## config.mk

```make
export PLATFORM = sky130hd
export DESIGN_NAME = ro_freq_meter
export DESIGN_NICKNAME = d
export VERILOG_FILES = /design/src/rtl/ro_freq_meter.sv
export SDC_FILE = /design/constraint.sdc
export NUM_CORES = 1
export LEC_CHECK = 0
export CAP_MARGIN = 10
export CORE_MARGIN = 5
export CORE_UTILIZATION = 40
export CTS_BUF_LIST = sky130_fd_sc_hd__clkbuf_8 sky130_fd_sc_hd__clkbuf_16
export DETAILED_ROUTE_END_ITERATION = 7
export GPL_ROUTABILITY_DRIVEN = 0
export MAX_ROUTING_LAYER = met4
export SLEW_MARGIN = 20
export SYNTH_ARGS = -nofsm -noshare
export SYNTH_HDL_FRONTEND = slang
export SYNTH_SLANG_ARGS = --single-unit
export TNS_END_PERCENT = 10
```

## constraint.sdc

```tcl
create_clock -name wb_clk_i -period 3.4 [get_ports wb_clk_i]
set_clock_uncertainty 0.2 [all_clocks]
set_input_delay 0.34 -clock wb_clk_i [delete_from_list [all_inputs] [get_ports wb_clk_i]]
set_output_delay 0.34 -clock wb_clk_i [all_outputs]
set_load 0.02 [all_outputs]
```

## src/rtl/ro_freq_meter.sv

```systemverilog
// Ring-oscillator frequency meter: counts rising edges of one selected channel over a gate window of wb_clk_i cycles.
// Latency: done rises 1+SETTLE_CYC+gate_len cycles after an accepted start; ro_mon is combinational.
// Backpressure: start is ignored while busy; the result holds in DONE until the next start (or reset). Optional macro: RO_METER_CONT_EN.
module ro_freq_meter #(
  parameter int NUM_CH     = 16,
  parameter int SEL_W      = $clog2(NUM_CH),
  parameter int GATE_W     = 16,
  parameter int CNT_W      = 16,
  parameter int SETTLE_CYC = 3
) (
  input  logic              wb_clk_i,
  input  logic              wb_rst_ni,
  input  logic [NUM_CH-1:0] ro_in,
  input  logic [SEL_W-1:0]  ch_sel,
  input  logic [GATE_W-1:0] gate_len,
  input  logic              start,
`ifdef RO_METER_CONT_EN
  input  logic              cont,
`endif
  output logic              busy,
  output logic              done,
  output logic [CNT_W-1:0]  count,
  output logic              overflow,
  output logic              ro_mon
);

  // Settle counter is loaded with SETTLE_CYC-1 and counts down to zero,
  // giving exactly SETTLE_CYC cycles in SETTLE.
  localparam int SCNT_W = (SETTLE_CYC > 1) ? $clog2(SETTLE_CYC) : 1;
  localparam logic [SCNT_W-1:0] SETTLE_LOAD = SCNT_W'(SETTLE_CYC - 1);

  typedef enum logic [1:0] {
    S_IDLE   = 2'd0,
    S_SETTLE = 2'd1,
    S_COUNT  = 2'd2,
    S_DONE   = 2'd3
  } state_t;

  state_t              state_q, state_d;
  logic [SEL_W-1:0]    sel_q, sel_d;
  logic [GATE_W-1:0]   gate_q, gate_d;
  logic [GATE_W-1:0]   gcnt_q, gcnt_d;
  logic [SCNT_W-1:0]   scnt_q, scnt_d;
  logic [CNT_W-1:0]    acc_q, acc_d;
  logic                acc_ovf_q, acc_ovf_d;
  logic [CNT_W-1:0]    count_q, count_d;
  logic                ovf_q, ovf_d;
  logic                busy_q, busy_d;
  logic                done_q, done_d;
  logic                s1_q, s1_d;
  logic                s2_q, s2_d;
  logic                s3_q, s3_d;
  logic                rise;
  logic                cont_w;
  logic [CNT_W-1:0]    acc_inc;
  logic                acc_sat;

`ifdef RO_METER_CONT_EN
  assign cont_w = cont;
`else
  assign cont_w = 1'b0;
`endif

  // Raw pad copy follows the live select, not the latched one.
  assign ro_mon = ro_in[ch_sel];

  assign rise     = s2_q & ~s3_q;
  assign busy     = busy_q;
  assign done     = done_q;
  assign count    = count_q;
  assign overflow = ovf_q;

  // Saturating increment of the window accumulator.
  always_comb begin
    acc_sat = &acc_q;
    acc_inc = acc_sat ? acc_q : acc_q + CNT_W'(1);
  end

  // Next-state logic: synchronizer chain, FSM, gate/settle counters, result capture.
  always_comb begin
    state_d   = state_q;
    sel_d     = sel_q;
    gate_d    = gate_q;
    gcnt_d    = gcnt_q;
    scnt_d    = scnt_q;
    acc_d     = acc_q;
    acc_ovf_d = acc_ovf_q;
    count_d   = count_q;
    ovf_d     = ovf_q;

    // The sync path always tracks the latched channel; SETTLE flushes it after a change.
    s1_d = ro_in[sel_q];
    s2_d = s1_q;
    s3_d = s2_q;

    unique case (state_q)
      S_IDLE, S_DONE: begin
        if (start) begin
          sel_d   = ch_sel;
          gate_d  = gate_len;
          count_d = '0;
          ovf_d   = 1'b0;
          scnt_d  = SETTLE_LOAD;
          state_d = S_SETTLE;
        end else if ((state_q == S_DONE) && cont_w && (gate_q != '0)) begin
          // Back-to-back window on the same channel; the sync path is already settled.
          gcnt_d    = gate_q;
          acc_d     = '0;
          acc_ovf_d = 1'b0;
          state_d   = S_COUNT;
        end
      end
      S_SETTLE: begin
        if (scnt_q != '0) begin
          scnt_d = scnt_q - SCNT_W'(1);
        end else if (gate_q == '0) begin
          state_d = S_DONE;
        end else begin
          gcnt_d    = gate_q;
          acc_d     = '0;
          acc_ovf_d = 1'b0;
          state_d   = S_COUNT;
        end
      end
      S_COUNT: begin
        gcnt_d = gcnt_q - GATE_W'(1);
        if (rise) begin
          acc_d     = acc_inc;
          acc_ovf_d = acc_ovf_q | acc_sat;
        end
        // Last sampled cycle: its edge is already folded into acc_d.
        if (gcnt_q == GATE_W'(1)) begin
          count_d = acc_d;
          ovf_d   = acc_ovf_d;
          state_d = S_DONE;
        end
      end
      default: state_d = S_IDLE;
    endcase
  end

  // Registered status flags derived from the next state; busy holds through a continuous-mode DONE.
  always_comb begin
    done_d = (state_d == S_DONE);
    busy_d = (state_d == S_SETTLE) || (state_d == S_COUNT) ||
             ((state_d == S_DONE) && (state_q == S_COUNT) && cont_w);
  end

  // State and datapath registers with synchronous active-low reset.
  always_ff @(posedge wb_clk_i) begin
    if (!wb_rst_ni) begin
      state_q   <= S_IDLE;
      sel_q     <= '0;
      gate_q    <= '0;
      gcnt_q    <= '0;
      scnt_q    <= '0;
      acc_q     <= '0;
      acc_ovf_q <= 1'b0;
      count_q   <= '0;
      ovf_q     <= 1'b0;
      busy_q    <= 1'b0;
      done_q    <= 1'b0;
      s1_q      <= 1'b0;
      s2_q      <= 1'b0;
      s3_q      <= 1'b0;
    end else begin
      state_q   <= state_d;
      sel_q     <= sel_d;
      gate_q    <= gate_d;
      gcnt_q    <= gcnt_d;
      scnt_q    <= scnt_d;
      acc_q     <= acc_d;
      acc_ovf_q <= acc_ovf_d;
      count_q   <= count_d;
      ovf_q     <= ovf_d;
      busy_q    <= busy_d;
      done_q    <= done_d;
      s1_q      <= s1_d;
      s2_q      <= s2_d;
      s3_q      <= s3_d;
    end
  end

endmodule

```

==> reports/results.ini <==
[clock_network]
cts_hold_buffers=0
cts.sink_count=79
clkSlewWorstSetupHoldPaths_ns=0.08
clockBufferDepth=2
cts_setup_buffers=0
cts.repair.resized=0
ctsHtreeMaxLevel=3
root_buffer=clkbuf_8
numCtsBuffers=9
cts_tree=yes
clock_latency_ns=0.36

[drt]
route.met3.wl_um=469
first_iter_violations=204
first_pass_iters=5
wl_per_cell_um=15.0
drt.antenna.violating_nets=0
avgViaCountPerCell=5.55
m1WireLength_um=4840
route.met2.wl_um=5120
via_count=3896
wirelength_um=10500
drc=0
highest_layer=met4

[finish]
drive_above_1_share=0.103
diodes=0
fillers=1090
area_growth_pct=19.4
nets=603

[timing]
fmax_mhz=324
period_needed_ns=3.09
setup_tns_ns=0
worst_pin_slew_ns=0.736
min_period_over_period=0.908
worst_slack_ns=0.312
finalSetupViolations=0
maxSlewHeadroom=0.509
rsz0062_at_grt=false
hold_violations=0
slew_violations=0

[yosys]
synthAdderAreaFrac=0.0202
synth_top_family_by_area=simple AND/OR/NAND/NOR gates
synth_edf_count=0
synth_top_area_frac=0.364
synth_area_per_cell_um2=8.31
ys_seq_area_frac=0.364
synth.largest_area_cell=dfxtp_1
synthMuxAreaShare=0.0758
async_flop_share=0
yosys.area_share.xor_xnor=0.0161
synth_compound_area_frac=0.198
synthTopCellsByArea=dfxtp_1 (36%), nand2_1 (7.3%), a21oi_1 (6.1%)
netlist_area_um2=4340
ys_seq_elements=79
syn-num-nets=568
yosys.area_share.simple=0.263
synthDistinctLibCells=64
synthFlopType=dfxtp_1
synth_warnings=0
syn_inst=522

[setup_path]
endpoint_kind=output port
cp.required_ns=2.86
critPathSlowestCell=clkdlybuf4s50_1
critPathKind=in2out
slowest_delay_ns=0.63
arrival_ns=2.55
crit_chain=clkdlybuf4s50_1, mux4_2, mux4_2, clkdlybuf4s50_1
cp_max_fo=5
startpoint_type=primary input

[floorplan]
die_area_um2=13000
rows=38
start_util=0.404
core_um2=10700
die_w_um=114
die_y_um=114
io_pins=59

[power]
power_density_nw_per_um2=720
p_leak_nw=1.80
vdd_drop_max_uv=312

[placement]
dpl_worst_slack_ns=0.292
io_buffers=58
hpwl_um=7340

[global_routing]
overflow=0
grt_usage=0.170
grt_pass1_wl_um=17800
grt_max_degree=44
antenna_found_initial=0
grt_pass1_vias=3827

[run]
cap_violations=0

[run_status]
status=finished, final reports clean

[min_path]
hp-class=reg2reg

layer usage:
| metal | vias to the layer above | track usage |
|---|---|---|
| li1 | 1954 | - |
| met2 | 105 | 0.284 |
| met1 | 1829 | 0.209 |
| met5 | - | - |
| met4 | 0 | 0.0451 |
| met3 | 8 | 0.0344 |
layout by cell type, fill, tap and decap left out, types with 6 or more instances in the layout:
cell / instances
nand4_1: 15
mux2i_1: 7
mux4_2: 10
clkdlybuf4s50_1: 58
o32ai_1: 8
xnor2_1: 6
a22o_1: 8
buf_4: 8
dfxtp_1: 79
a21oi_1: 53
and2_1: 9
nor4_1: 11
inv_1: 16
o22ai_1: 7
nand3_1: 16
nand2_1: 84
nor3_1: 16
o21ai_0: 21
ha_1: 7
or3_1: 10
nor2_1: 22
clkbuf_8: 10
critical path: cells and delay by family:
kind | cells | cell delay [ns]
buf+inv | 2 | 1.19
mux | 2 | 1.02
per-stage QoR:
step	util	cell area [µm²]	hold WS, ns	cells	total power, W
finish	0.482	5180	0.242	702	0.00373
global route	0.482	5180	0.277	702	0.00401
CTS	0.482	5180	0.252	702	0.00376
detailed placement	0.461	4950	0.234	686	0.00295
global placement	0.461	4950	0.230	686	0.00292
floorplan	-	4340	0.212	522	0.00259
final timing paths:
kind               from      to  slack [ns]  cells after the start
min reg2reg        s1_q    s2_q        0.24                      1
max           ch_sel[0]  ro_mon        0.31                      4
min                s1_q    s2_q        0.24                      1
max reg2reg  state_q[0]    busy        0.79                     10
sequential cells by signal, summed over array words and instances, names as in the netlist:
register	count
acc_q	16
busy	1
s3_q	1
gate_q	16
gcnt_q	16
s1_q	1
count	16
overflow	1
acc_ovf_q	1
state_q	2
s2_q	1
sel_q	4
scnt_q	2
done	1
cell families after synthesis:
kind of cell    count (synthesis)
simple gates                  218
compound gates                132
mux                            20
flops                          79
buf+inv                        58
xor+xnor                        8
fa+ha+maj                       7
synth_stat cells, drive strengths merged, types with 2 or more instances:
library cell	number
a211oi	4
a21o	2
nor2	24
and2	9
o32ai	10
a21oi	54
nand3	18
o41a	2
nand4	16
o31a	4
ha	7
xor2	2
or4	2
mux2i	7
nor3	18
nor2b	5
nor4	12
mux4	10
nor3b	2
nand2	86
or2	2
o22ai	7
inv	16
or3	10
o21ai	25
mux2	3
xnor2	6
clkbuf	19
buf	23
a22o	8
a31o	3
and4	2
dfxtp	79
nand2b	4
a31oi	5
o211ai	2
and3	5
o21a	2
layout make-up:
cell class | instances | area [µm²] | share of cell area
Multi-Input combinational cell | 385 | 2490 | 0.481
Clock inverter | 6 | 92.6 | 0.0179
Timing Repair Buffer | 66 | 641 | 0.124
Clock buffer | 10 | 138 | 0.0266
Sequential cell | 79 | 1580 | 0.305
Tap cell | 140 | 175 | 0.0338
Inverter | 16 | 60.1 | 0.0116
report_power, final:
group | leakage, nW | internal, W | switching, W | total (W)
logic | 1.05 | 0.000638 | 0.00112 | 0.00175
clock network | 0.109 | 0.000437 | 0.000360 | 0.000797
registers | 0.642 | 0.00106 | 0.000125 | 0.00118
total | 1.80 | 0.00213 | 0.00160 | 0.00373
Power figures use the tool's default switching activity.
